### src/rtl/csr_pkg.sv
// Shared encodings for the machine-mode CSR file: op codes, CSR addresses,
// mstatus bit positions and mtvec mode values.
package csr_pkg;

  typedef enum logic [2:0] {
    CSR_OP_RW  = 3'b001,
    CSR_OP_RS  = 3'b010,
    CSR_OP_RC  = 3'b011,
    CSR_OP_RWI = 3'b101,
    CSR_OP_RSI = 3'b110,
    CSR_OP_RCI = 3'b111
  } csr_op_e;

  localparam logic [11:0] CSR_MSTATUS   = 12'h300;
  localparam logic [11:0] CSR_MIE       = 12'h304;
  localparam logic [11:0] CSR_MTVEC     = 12'h305;
  localparam logic [11:0] CSR_MSCRATCH  = 12'h340;
  localparam logic [11:0] CSR_MEPC      = 12'h341;
  localparam logic [11:0] CSR_MCAUSE    = 12'h342;
  localparam logic [11:0] CSR_MTVAL     = 12'h343;
  localparam logic [11:0] CSR_MIP       = 12'h344;
  localparam logic [11:0] CSR_MCYCLE    = 12'hB00;
  localparam logic [11:0] CSR_MCYCLEH   = 12'hB80;
  localparam logic [11:0] CSR_MINSTRET  = 12'hB02;
  localparam logic [11:0] CSR_MINSTRETH = 12'hB82;
  localparam logic [11:0] CSR_MHARTID   = 12'hF14;

  localparam int MSTATUS_MIE_BIT  = 3;
  localparam int MSTATUS_MPIE_BIT = 7;
  localparam int IRQ_BASE         = 16;

  localparam logic [1:0] MTVEC_MODE_DIRECT   = 2'b00;
  localparam logic [1:0] MTVEC_MODE_VECTORED = 2'b01;

endpackage

### src/rtl/csr_unit_if.sv
// CSR access port between the decoder and the CSR file.
interface csr_unit_if;
  logic [2:0]  opcode;
  logic [11:0] addr;
  logic [31:0] rs1_data;
  logic [31:0] imm_data;
  logic        write_enable;
  logic [31:0] read_data;
  logic        illegal;

  modport master (output opcode, addr, rs1_data, imm_data, write_enable,
                  input  read_data, illegal);
  modport slave  (input  opcode, addr, rs1_data, imm_data, write_enable,
                  output read_data, illegal);
endinterface

### src/rtl/csr_counter64.sv
// 64-bit event counter with independent 32-bit half writes; a write to
// either half replaces that cycle's increment, the other half holds.
module csr_counter64 (
  input  logic        clk_i,
  input  logic        rst_ni,
  input  logic        inc_i,
  input  logic        wr_lo_i,
  input  logic        wr_hi_i,
  input  logic [31:0] wdata_i,
  output logic [63:0] cnt_o
);
  logic [63:0] r_cnt;

  always_ff @(posedge clk_i or negedge rst_ni) begin
    if (!rst_ni)      r_cnt <= '0;
    else if (wr_lo_i) r_cnt <= {r_cnt[63:32], wdata_i};
    else if (wr_hi_i) r_cnt <= {wdata_i, r_cnt[31:0]};
    else if (inc_i)   r_cnt <= r_cnt + 64'd1;
  end

  assign cnt_o = r_cnt;
endmodule

### src/rtl/csr_unit.sv
// Machine-mode CSR file: trap/mret stacking, vectored mtvec, mip/mie
// interrupt request, 64-bit mcycle/minstret and illegal-access detection.
module csr_unit
  import csr_pkg::*;
#(
  parameter int          NUM_IRQ     = 16,
  parameter bit          VECTORED_EN = 1'b1,
  parameter logic [31:0] HART_ID     = 32'd0
) (
  input  logic               clk_i,
  input  logic               rst_ni,
  csr_unit_if.slave          bus,
  input  logic               trap_i,
  input  logic               mret_i,
  input  logic [31:0]        pc_i,
  input  logic [31:0]        mcause_i,
  input  logic [31:0]        tval_i,
  input  logic               instr_ret_i,
  input  logic [NUM_IRQ-1:0] irq_i,
  output logic [31:0]        mepc_o,
  output logic [31:0]        trap_pc_o,
  output logic               irq_req_o,
  output logic [31:0]        irq_cause_o
);
  localparam logic [31:0] MIE_MASK   = 32'(((64'd1 << NUM_IRQ) - 64'd1) << IRQ_BASE);
  localparam logic [31:0] MTVEC_MASK = VECTORED_EN ? 32'hFFFF_FFFD : 32'hFFFF_FFFC;

  logic               r_mie_bit, r_mpie_bit;
  logic [31:0]        r_mie, r_mtvec, r_mscratch, r_mepc, r_mcause, r_mtval;
  logic [NUM_IRQ-1:0] r_irq_q;
  logic [63:0]        w_mcycle, w_minstret;
  logic [31:0]        w_mstatus, w_mip, w_pend, w_rdata, w_opnd, w_wdata, w_tvec_base;
  logic               w_known, w_ro, w_illegal, w_op_ok, w_we;

  always_comb begin
    w_mstatus                   = '0;
    w_mstatus[12:11]            = 2'b11;
    w_mstatus[MSTATUS_MIE_BIT]  = r_mie_bit;
    w_mstatus[MSTATUS_MPIE_BIT] = r_mpie_bit;
  end

  assign w_mip = 32'(r_irq_q) << IRQ_BASE;

  always_comb begin
    w_rdata = '0;
    w_known = 1'b1;
    w_ro    = 1'b0;
    case (bus.addr)
      CSR_MSTATUS:   w_rdata = w_mstatus;
      CSR_MIE:       w_rdata = r_mie;
      CSR_MTVEC:     w_rdata = r_mtvec;
      CSR_MSCRATCH:  w_rdata = r_mscratch;
      CSR_MEPC:      w_rdata = r_mepc;
      CSR_MCAUSE:    w_rdata = r_mcause;
      CSR_MTVAL:     w_rdata = r_mtval;
      CSR_MIP:       begin w_rdata = w_mip;   w_ro = 1'b1; end
      CSR_MCYCLE:    w_rdata = w_mcycle[31:0];
      CSR_MCYCLEH:   w_rdata = w_mcycle[63:32];
      CSR_MINSTRET:  w_rdata = w_minstret[31:0];
      CSR_MINSTRETH: w_rdata = w_minstret[63:32];
      CSR_MHARTID:   begin w_rdata = HART_ID; w_ro = 1'b1; end
      default:       w_known = 1'b0;
    endcase
  end

  assign w_illegal     = !w_known || (w_ro && bus.write_enable);
  assign bus.illegal   = w_illegal;
  assign bus.read_data = w_illegal ? 32'd0 : w_rdata;

  // Bit 2 of the op selects the zimm operand for the immediate forms.
  assign w_opnd = bus.opcode[2] ? bus.imm_data : bus.rs1_data;

  always_comb begin
    w_wdata = '0;
    w_op_ok = 1'b1;
    case (bus.opcode)
      CSR_OP_RW, CSR_OP_RWI: w_wdata = w_opnd;
      CSR_OP_RS, CSR_OP_RSI: w_wdata = w_rdata | w_opnd;
      CSR_OP_RC, CSR_OP_RCI: w_wdata = w_rdata & ~w_opnd;
      default:               w_op_ok = 1'b0;
    endcase
  end

  assign w_we = bus.write_enable && w_op_ok && !w_illegal;

  always_ff @(posedge clk_i or negedge rst_ni) begin
    if (!rst_ni) begin
      r_mie      <= '0;
      r_mtvec    <= '0;
      r_mscratch <= '0;
      r_irq_q    <= '0;
    end else begin
      r_irq_q <= irq_i;
      if (w_we && bus.addr == CSR_MIE)      r_mie      <= w_wdata & MIE_MASK;
      if (w_we && bus.addr == CSR_MTVEC)    r_mtvec    <= w_wdata & MTVEC_MASK;
      if (w_we && bus.addr == CSR_MSCRATCH) r_mscratch <= w_wdata;
    end
  end

  // Trap owns the trap-state CSRs outright; mret only blocks an mstatus write.
  always_ff @(posedge clk_i or negedge rst_ni) begin
    if (!rst_ni) begin
      r_mie_bit  <= 1'b0;
      r_mpie_bit <= 1'b0;
      r_mepc     <= '0;
      r_mcause   <= '0;
      r_mtval    <= '0;
    end else if (trap_i) begin
      r_mepc     <= pc_i & 32'hFFFF_FFFC;
      r_mcause   <= mcause_i;
      r_mtval    <= tval_i;
      r_mpie_bit <= r_mie_bit;
      r_mie_bit  <= 1'b0;
    end else begin
      if (mret_i) begin
        r_mie_bit  <= r_mpie_bit;
        r_mpie_bit <= 1'b1;
      end else if (w_we && bus.addr == CSR_MSTATUS) begin
        r_mie_bit  <= w_wdata[MSTATUS_MIE_BIT];
        r_mpie_bit <= w_wdata[MSTATUS_MPIE_BIT];
      end
      if (w_we && bus.addr == CSR_MEPC)   r_mepc   <= w_wdata & 32'hFFFF_FFFC;
      if (w_we && bus.addr == CSR_MCAUSE) r_mcause <= w_wdata;
      if (w_we && bus.addr == CSR_MTVAL)  r_mtval  <= w_wdata;
    end
  end

  csr_counter64 u_mcycle (
    .clk_i   (clk_i),
    .rst_ni  (rst_ni),
    .inc_i   (1'b1),
    .wr_lo_i (w_we && bus.addr == CSR_MCYCLE),
    .wr_hi_i (w_we && bus.addr == CSR_MCYCLEH),
    .wdata_i (w_wdata),
    .cnt_o   (w_mcycle)
  );

  csr_counter64 u_minstret (
    .clk_i   (clk_i),
    .rst_ni  (rst_ni),
    .inc_i   (instr_ret_i),
    .wr_lo_i (w_we && bus.addr == CSR_MINSTRET),
    .wr_hi_i (w_we && bus.addr == CSR_MINSTRETH),
    .wdata_i (w_wdata),
    .cnt_o   (w_minstret)
  );

  assign w_tvec_base = {r_mtvec[31:2], 2'b00};
  // Shifting the whole cause drops bit 31, leaving 4*cause[30:0] mod 2^32.
  assign trap_pc_o = (r_mtvec[1:0] == MTVEC_MODE_VECTORED && mcause_i[31])
                   ? w_tvec_base + (mcause_i << 2) : w_tvec_base;
  assign mepc_o    = r_mepc;

  assign w_pend    = w_mip & r_mie;
  assign irq_req_o = r_mie_bit && (|w_pend);

  // Descending scan so the lowest pending line is the last assignment.
  always_comb begin
    irq_cause_o = '0;
    for (int i = NUM_IRQ - 1; i >= 0; i--)
      if (w_pend[IRQ_BASE + i]) irq_cause_o = {1'b1, 31'(IRQ_BASE + i)};
  end

endmodule

### src/flat_wrapper.sv
// flat-port wrapper written by rule: the top's interface ports become plain ports
module csr_unit_flat import csr_pkg::*;
#(
  parameter int          NUM_IRQ     = 16,
  parameter bit          VECTORED_EN = 1'b1,
  parameter logic [31:0] HART_ID     = 32'd0
)
  (clk_i, rst_ni, trap_i, mret_i, pc_i, mcause_i, tval_i, instr_ret_i, irq_i, mepc_o, trap_pc_o, irq_req_o, irq_cause_o, bus_opcode, bus_addr, bus_rs1_data, bus_imm_data, bus_write_enable, bus_read_data, bus_illegal);
  csr_unit_if bus_i ();
  input  logic clk_i;
  input  logic rst_ni;
  input  logic trap_i;
  input  logic mret_i;
  input  logic [31:0] pc_i;
  input  logic [31:0] mcause_i;
  input  logic [31:0] tval_i;
  input  logic instr_ret_i;
  input  logic [NUM_IRQ-1:0] irq_i;
  output logic [31:0] mepc_o;
  output logic [31:0] trap_pc_o;
  output logic irq_req_o;
  output logic [31:0] irq_cause_o;
  input wire logic [$bits(bus_i.opcode)-1:0] bus_opcode;
  input wire logic [$bits(bus_i.addr)-1:0] bus_addr;
  input wire logic [$bits(bus_i.rs1_data)-1:0] bus_rs1_data;
  input wire logic [$bits(bus_i.imm_data)-1:0] bus_imm_data;
  input wire logic [$bits(bus_i.write_enable)-1:0] bus_write_enable;
  output wire logic [$bits(bus_i.read_data)-1:0] bus_read_data;
  output wire logic [$bits(bus_i.illegal)-1:0] bus_illegal;
  assign bus_i.opcode = bus_opcode;
  assign bus_i.addr = bus_addr;
  assign bus_i.rs1_data = bus_rs1_data;
  assign bus_i.imm_data = bus_imm_data;
  assign bus_i.write_enable = bus_write_enable;
  assign bus_read_data = bus_i.read_data;
  assign bus_illegal = bus_i.illegal;
  csr_unit #(.NUM_IRQ(NUM_IRQ), .VECTORED_EN(VECTORED_EN), .HART_ID(HART_ID)) u_core (.clk_i(clk_i), .rst_ni(rst_ni), .bus(bus_i), .trap_i(trap_i), .mret_i(mret_i), .pc_i(pc_i), .mcause_i(mcause_i), .tval_i(tval_i), .instr_ret_i(instr_ret_i), .irq_i(irq_i), .mepc_o(mepc_o), .trap_pc_o(trap_pc_o), .irq_req_o(irq_req_o), .irq_cause_o(irq_cause_o));
endmodule
### config.mk
export PLATFORM = sky130hd
export DESIGN_NAME = csr_unit_flat
export DESIGN_NICKNAME = d
export VERILOG_FILES = /design/src/rtl/csr_pkg.sv /design/src/rtl/csr_unit_if.sv /design/src/rtl/csr_counter64.sv /design/src/rtl/csr_unit.sv /design/src/flat_wrapper.sv
export SDC_FILE = /design/constraint.sdc
export NUM_CORES = 1
export LEC_CHECK = 0
export BUFFER_PORTS_ARGS = -buffer_cell sky130_fd_sc_hd__buf_2
export CELL_PAD_IN_SITES_DETAIL_PLACEMENT = 1
export CELL_PAD_IN_SITES_GLOBAL_PLACEMENT = 2
export CORE_MARGIN = 10
export CORE_UTILIZATION = 25
export CTS_CLUSTER_SIZE = 12
export DETAILED_ROUTE_END_ITERATION = 7
export PLACE_DENSITY = 0.59
export RECOVER_POWER = 50
export REMOVE_ABC_BUFFERS = 1
export SETUP_SLACK_MARGIN = 0.4
export SKIP_LAST_GASP = 1
export SYNTH_ARGS = -nofsm -noshare
export SYNTH_HDL_FRONTEND = slang
export SYNTH_SLANG_ARGS = --single-unit
### constraint.sdc
create_clock -name clk_i -period 5.1 [get_ports clk_i]
set_input_delay 0.51 -clock clk_i [delete_from_list [all_inputs] [get_ports clk_i]]
set_output_delay 0.51 -clock clk_i [all_outputs]
set_load 0.03 [all_outputs]
[Word level (Yosys, flattened, before mapping)]
Index checks and enable logic that the tools add are counted.
Storage, ports and cells
  logic and storage cells: 117
  bits of input ports: 197
  output and inout bits: 130
  bits in registers: 321
Cells by class
  reductions and logical operators: 34
  add/subtract/negate cells: 3
  muxes and demuxes: 41
  eq/ne operators: 21
  bitwise gates (word level): 5
Operators by type and width (count)
  $mux 32: 27
  $pmux 32 s12: 1
  $mux 64: 3
  $add 64x1->64 const B: 2
  $eq 12x10->1 const B: 8
  $pmux 32 s3: 1
  $and 32x32->32: 2
  $eq 12x12->1 const B: 5
  $add 32x32->32: 1
  $not 32->32: 1
  $or 32x32->32: 1
  $reduce_or 32->1: 1
  $logic_and 1x1->1: 16
  $reduce_or 13->1: 1
  $reduce_bool 2->1: 5
  $eq 3x3->1 const B: 3
  $mux 1: 9
  $reduce_or 2->1: 4
  $eq 3x2->1 const B: 2
  $reduce_or 6->1: 1
  $ne 2x2->1 const B: 2
  $reduce_and 2->1: 2
  $eq 3x1->1 const B: 1
  $reduce_bool 3->1: 1
  3 further kinds: 4

[Depth between registers and ports, before layout]
Gate-level depths: netlist of run 1.
  depth in word-level cells: 17
  mapped depth: 13
  depth with buffers taken out: 11

[Cells and area by module]
From an unflattened synthesis of run 1, not the netlist that was laid out.
Second synthesis, totals
  cell total of the unflattened synthesis: 2483
  area total of the unflattened synthesis: 22076.2 sq um
Modules (own cells, without submodules)
  csr_unit: times used 1, area an instance 13565.5 sq um, sequential area each 4779.6 sq um, cells each 1462
  csr_counter64 (u_core.u_minstret): times used 1, area an instance 4521.8 sq um, sequential area each 1601.5 sq um, cells each 553
  csr_counter64 (u_core.u_mcycle): times used 1, area an instance 3988.8 sq um, sequential area each 1601.5 sq um, cells each 468

[Least setup slack after synthesis of run 1]
No wires, ideal clock.
  path type: input to output
  from: input port mcause_i[8]
  to: output port trap_pc_o[27]
  required time: 4.590 ns
  path slack: 1.221 ns
  path buffers: 1
  stages on the path: 10
  arrival time: 3.369 ns
  path through: ha_1 > clkbuf_1 > a211oi_1 > nand2_1 > or4b_2 > nand4b_1 > a41oi_1 > o21a_1 > o21a_1 > o31ai_1
Between the ends
  cells in the longest elaborated chain, start to end: 2
Ends and longest elaborated chain
  start, declared: RTL line flat_wrapper.sv:15  | input logic [31:0] mcause_i;
  $add 32x32->32: RTL line csr_unit.sv:151  | ? w_tvec_base + (mcause_i << 2) : w_tvec_base;
  $mux 32: RTL line csr_unit.sv:151
  end, declared: RTL line flat_wrapper.sv:20  | output logic [31:0] trap_pc_o;
Every way passes these cells.

[Final worst setup path of run 1]
  from: input port bus_addr[7]
  to: output port bus_read_data[18]
Between the ends
  cells in the longest elaborated chain, start to end: 6
  elaborated cells between the ends (all ways): 22
  classes of those cells: 13 x eq/ne; 4 x mux; 5 x reduce/logical
Ends and longest elaborated chain
  start, declared: RTL line flat_wrapper.sv:24  | input wire logic [$bits(bus_i.addr)-1:0] bus_addr;
  $eq 12x10->1 or $eq 12x12->1 (tied branches): RTL line csr_unit.sv:48  | case (bus.addr)
  $reduce_or 13->1 (no line) or $reduce_or 2->1 (tied branches)
  $mux 1: RTL line csr_unit.sv:48
  $logic_not 1->1 or $logic_and 1x1->1 (tied branches): RTL line csr_unit.sv:66  | assign w_illegal = !w_known || (w_ro && bus.write_enable);
  $logic_or 1x1->1: RTL line csr_unit.sv:66
  $mux 32 (*): RTL line csr_unit.sv:68  | assign bus.read_data = w_illegal ? 32'd0 : w_rdata;
  end, declared: RTL line flat_wrapper.sv:28  | output wire logic [$bits(bus_i.read_data)-1:0] bus_read_data;
Every way passes the cells marked *; elsewhere a longest branch is shown, timed or not.

==> results of run 1 <==
final cells by class:
| cell class | count | area share (%) |
|---|---|---|
| Clock buffer | 66 | 5.04 |
| Clock inverter | 12 | 0.370 |
| Inverter | 25 | 0.365 |
| Multi-Input combinational cell | 1970 | 48.1 |
| Sequential cell | 319 | 31.1 |
| Tap cell | 1134 | 5.52 |
| Timing Repair Buffer | 416 | 9.49 |
kinds of logic (layout without fill, tap and decap cells):
kind of cell,count (synthesis),count (layout),share of synthesized area (%)
fa+ha+maj,32,32,1.93
xor+xnor,72,72,2.98
flops,319,319,37.7
compound gates,823,823,25.5
buf+inv,236,519,5.15
simple gates,886,886,20.4
mux,127,127,6.34
other cells,1,30,0.0177
final timing paths:
| check | startpoint | endpoint | slack (ns) |
|---|---|---|---|
| worst max-delay path | bus_addr[7] | bus_read_data[18] | 0.14 |
| worst max register to register | u_core.u_minstret.cnt_o[36] | u_core.u_minstret.cnt_o[60] | 1.55 |
| min in group asynchronous | rst_ni | u_core.mepc_o[4] | 0.90 |
| worst min register to register | u_core.r_mie[21] | u_core.r_mie[21] | 0.52 |
| max in group asynchronous | rst_ni | u_core.r_irq_q[10] | 1.32 |
| worst min-delay path | irq_i[11] | u_core.r_irq_q[11] | 0.02 |
per-layer routing:
metal	wire length, µm	GRT usage [%]
met3	7520	4.00
met1	53000	31.6
met5	25	0
met2	53500	37.3
met4	3390	6.57
synthesized netlist by cell type, types with 9 or more instances:
cell      number  area share, %
nor3_1        46            1.1
mux2_2        45            2.4
o31ai_1       16           0.57
nor4_1        15           0.44
a222oi_1      21           0.99
o22ai_1       19           0.56
a21o_1        73            2.6
xnor2_1       40            1.7
a21oi_1      160            3.8
o221ai_1      11           0.46
and4_1        22           0.91
mux2i_1       81            3.8
nand3_1       88            2.1
and2_1        18           0.53
nand2_1      310            5.5
a211oi_1      37            1.3
nor2b_1        9           0.27
buf_4         31            1.1
xor2_1        32            1.3
or4_1         14           0.50
and3_1        54            1.6
buf_2         33           0.78
ha_1          31            1.8
o21ai_1       13           0.31
nor2_1       208            3.7
clkbuf_1     133            2.4
nor3b_1       14           0.50
inv_1         24           0.43
a22oi_1       47            1.7
a211oi_2      14           0.83
dfrtp_1      319             38
a31oi_1       49            1.4
o211ai_1      19           0.67
nand4_1       36            1.1
o21a_1         9           0.32
o21ai_0      229            5.4
a221oi_1      14           0.58
worst register-to-register path: cells and delay by family (launching register included):
family | cells | cell delay [ns]
AND/OR/NAND/NOR | 7 | 2.78
flip-flops | 1 | 0.57
AO/OA/AOI/OAI | 1 | 0.10
timing repair:
action / 4_1_cts / 5_1_grt
hold endpoints to repair: 3 / 0
hold buffers: 3 / 0
gates resized for setup: 1 / 3
endpoints found under the setup margin: 1 / 5
power by group:
group / total (µW) / internal (µW) / switching (µW)
Clock: 3100 / 1800 / 1300
Combinational: 937 / 290 / 647
Sequential: 2760 / 2640 / 126
Total: 6800 / 4720 / 2070
per-stage QoR:
stage | setup WS (ns) | instances | power, µW | util, % | area, µm²
after CTS | 0.407 | 3942 | 6880 | 30.7 | 25700
after global placement | 0.785 | 3861 | 3730 | 29.0 | 24300
after floorplan | -0.618 | 2314 | 3160 | - | 20300
after detailed placement | 0.799 | 3861 | 3750 | 29.0 | 24300
after global routing | 0.219 | 3942 | 7050 | 30.6 | 25700
final | 0.135 | 3942 | 6800 | 30.6 | 25700
registers in the layout (all words and copies together), names as in the netlist:
signal,count
u_core.r_irq_q,16
u_core.r_mpie_bit,1
u_core.u_mcycle.cnt_o,64
u_core.r_mtvec,31
u_core.mepc_o,30
u_core.r_mscratch,32
u_core.r_mie,16
u_core.u_minstret.cnt_o,64
u_core.r_mtval,32
u_core.r_mcause,32
u_core.r_mie_bit,1
==> metrics, run 1 <==
Worst slew margin -100%; num rows 106; clock-pin slew of the registers on the worst-case setup and hold paths roughly 0.06 ns; Most used DFF post-synth dfrtp_1; gr usage total about 23%; initial antenna violation count 4; Worst Path Buf+Inv 4; status complete, but fails checks; H-tree Lvls 2; clk sinks 319; Max VDD drop 0.000187 V; sequential cell area fraction in the yosys report 37.7%; drt drc 0; critical path's slowest cell clkbuf_1; syn avg cell area 8.47 µm²; P_leak between 0.01 and 0.015 µW; DIE AREA 96600 µm²; I/O pins about 330; detailed placer's ending HPWL between 80000 and 90000 µm; Synthesis Warnings 0; maxcap violations 1; antenna-violating nets left 0; CP Depth 9; Clock Tree Buf Depth 3; Fin Clk Skew around 0.017 ns; layout net count about 3000; commonest non-fill, non-tap cells in the layout 319 x dfrtp_1, 308 x nand2_1, 257 x buf_2; asr flop ratio synth 100%; critical setup path kind input port to primary output; largest net degree at the start of global routing 146; Worst Hold Depth 1; final setup fails 0; post-layout min period a little under 5 ns; Port Buffers about 290; Required @ worst endpoint approximately 4.6 ns; Largest stage delay, worst path 0.94 ns; Detailed Routing Iterations Pass 1 6; Area growth syn-to-layout 21.5%; Post-CTS Setup Repair Bufs 0; via density per instance 5.64; TritonCTS clock tree done; period utilization between 90 and 100%; Max Fclk 0.201 GHz; Starting Density 25.2%; Total Routed Length roughly 120000 µm; commonest non-fill, non-tap cell in the layout dfrtp_1; Post-Route Setup TNS 0 ns; final hold violations 0; Num CTS Buffers 44; DR vias around 22000; cell mode on critical path clkbuf_1; Chip Height around 310 µm; Initial DRC Count 2038; Worst path top cell family by delay buffers and inverters; worst slew pin tran 3.01 ns; crit path DAT about 4.5 ns; area of the multi-input gates approximately 12000 µm²; WL per Instance 29.8 µm; RSZ-0062 raised after global routing yes; Post-Syn Area approximately 21000 µm²; Mapped Cells 2496; share of layout cells above drive strength 1 between 15 and 20%; Reg area approximately 8000 µm²; crit path capture type primary output; root buffer cell clkbuf_16; Worst-Skew Late Latency 0.60 ns; vias in the first global route about 23000; Netlist cell types 87; Min Hold Slack approximately 0.019 ns; GRT overflow 0; Hold Path Class input port to flip-flop; failing checks capacitance limit, slew limit; gpl congestion roughly 0.95; critical path launch point type input port; PD cells 265 nW/µm²; fin. max-slew vios 105; Critical Path Fanout Max 12; EDFF count, synth 0; Core ar. about 84000 µm²; worst-path cell chain clkbuf_1 -> or4b_1 -> or3_1 -> clkbuf_1 -> o22ai_1 -> a2111oi_0 -> buf_4 -> nor2_1 -> buf_2; ant diodes 0; Register-to-Register Path Depth 8; first-pass GRT wire length between 150000 and 200000 µm; Die X between 300 and 400 µm; fillcell total 9956; FF+latch count, synth between 300 and 400
No activity file was read; power rests on OpenSTA's default activity.
==> run 2, diff against run 1 <==
Settings changed: CELL_PAD_IN_SITES_GLOBAL_PLACEMENT 2 to 1, CORE_ASPECT_RATIO from default to 1.25, PLACE_DENSITY 0.59 to 0.49, SETUP_SLACK_MARGIN 0.4 to 0.05.
==> metrics, run 2 (synthesis gave the netlist of run 1 again) <==
M2 GR Usage approximately two fifths; final setup fails 0; initial antenna violation count 5; Reg area roughly 8000 µm²; Post-Route Setup TNS 0 ns; Max VDD drop about 0.00024 V; failing checks DRC, capacitance limit, slew limit; area of the multi-input gates between 10000 and 15000 µm²; commonest non-fill, non-tap cells in the layout 319 x dfrtp_1, 308 x nand2_1, 258 x buf_2; Register-to-Register Path Depth 8; detailed placer's ending HPWL 88700 µm; I/O pins between 300 and 400; PD cells about 270 nW/µm²; fillcell total just under 10000; clock-pin slew of the registers on the worst-case setup and hold paths approximately 0.060 ns; vias in the first global route roughly 23000; via density per instance approximately 5.6; global routing's busiest layer met2; final hold violations 0; Initial DRC Count around 1600; Worst Setup SP u_core.r_mtvec[2]; Required @ worst endpoint approximately 4.6 ns; largest net degree at the start of global routing around 110; status complete, but fails checks; share of layout cells above drive strength 1 19.7%; commonest non-fill, non-tap cell in the layout dfrtp_1; antenna-violating nets left 0; Worst slew margin -47.5%; post-layout min period between 4 and 5 ns; worst setup path endpoint trap_pc_o[26]; grt met1 use ~29%; DIE AREA between 90000 and 100000 µm²; Min Hold Slack approximately 0.032 ns; r2r setup slk 1.65 ns; Num CTS Buffers a little over 40; Starting Density 25.1%; Detailed Routing Iterations Pass 1 8; Post-CTS Resized 0; clk sinks approximately 320; Fin Clk Skew between 0.02 and 0.025 ns; crit path DAT 4.06 ns; Clock Tree Buf Depth 3; met3 usage 3.06%; drt drc 1; DR vias 22000; final instance area approximately 26000 µm²; worst reg2reg startpoint u_core.u_minstret.cnt_o[36]; Port Buffers 294; worst slew pin tran roughly 2.2 ns; TritonCTS clock tree done; RSZ-0062 raised after global routing no; area of placed instances roughly 24000 µm²; P_leak roughly 0.011 µW; Overall Power 6780 µW; fin. max-slew vios roughly 190; Area growth syn-to-layout 20.8%; crit path capture type primary output; Max Fclk about 0.22 GHz; Core ar. around 84000 µm²; Critical Path Fanout Max 4; first-pass GRT wire length between 150000 and 200000 µm; critical path launch point type flip-flop; R2R Path End u_core.u_minstret.cnt_o[60]; root buffer cell clkbuf_16; maxcap violations 2; num rows around 120; WL per Instance 29.7 µm; Hold Path Class input port to flip-flop; layout net count about 3000; gr usage total 23.2%; Worst-Skew Late Latency slightly below 0.6 ns; period utilization 89.6%; H-tree Lvls 2; gpl congestion between 0.8 and 0.9; GRT overflow 0; Chip Height between 300 and 400 µm; critical setup path kind flip-flop to primary output; Die X ~280 µm; Total Routed Length 115000 µm
## run 2: repair_timing
action                                 in CTS  in global routing
hold buffers                                3                  0
endpoints found under the hold margin      78                  0
buffers inserted                            0                  0
## run 2: metrics by stage
stage	util, %	std cells	worst slack [ns]
after floorplan	-	2314	-0.618
after global placement	28.8	3812	0.831
after CTS	30.4	3886	0.398
final	30.4	3891	0.529
after detailed placement	28.8	3812	0.874
after global routing	30.4	3887	0.325
## run 2: metal layers
| layer | routed length, µm | vias up |
|---|---|---|
| met4 | 3610 | 2 |
| met2 | 57300 | 705 |
| met1 | 48300 | 11300 |
| li1 | - | 9773 |
| met5 | 17 | - |
| met3 | 6070 | 153 |
## run 2: power breakdown
group / internal, µW / switching (µW)
sequential: 2640 / 120
combinational: 287 / 626
clock: 1830 / 1280
total: 4750 / 2020
## run 2: worst min path at each step
stage	slack, ns	endpoint	cells past startpoint	start
2_1_floorplan	0.21	u_core.mepc_o[10]	0	rst_ni
3_3_place_gp	0.48	u_core.r_mie[26]	2	u_core.r_mie[26]
3_5_place_dp	0.50	u_core.r_mscratch[24]	1	u_core.r_mscratch[24]
4_1_cts	0.002	u_core.r_irq_q[1]	1	irq_i[1]
5_1_grt	0.002	u_core.r_irq_q[8]	1	irq_i[8]
6_report	0.03	u_core.r_irq_q[12]	1	irq_i[12]
## run 2: cell type report
cell class / count / share of cell area, %
multi-input combinational: 1970 / 48.3
sequential: 319 / 31.2
timing repair buffer: 412 / 9.30
inverter: 25 / 0.367
clock buffer: 61 / 4.87
clock inverter: 10 / 0.514
tap: 1089 / 5.33
antenna: 5 / 0.0490
## run 2: worst max-delay path, stage by stage (launching register included)
cell and delay, ns:
dfrtp_1 0.50, ha_1 0.24, inv_1 0.06, fa_1 0.40, nand2b_1 0.18, a21oi_1 0.24, a21oi_1 0.19, a21oi_1 0.48
o21bai_1 0.20, a32oi_1 0.47, xnor2_1 0.11, o21ai_0 0.16, buf_2 0.23
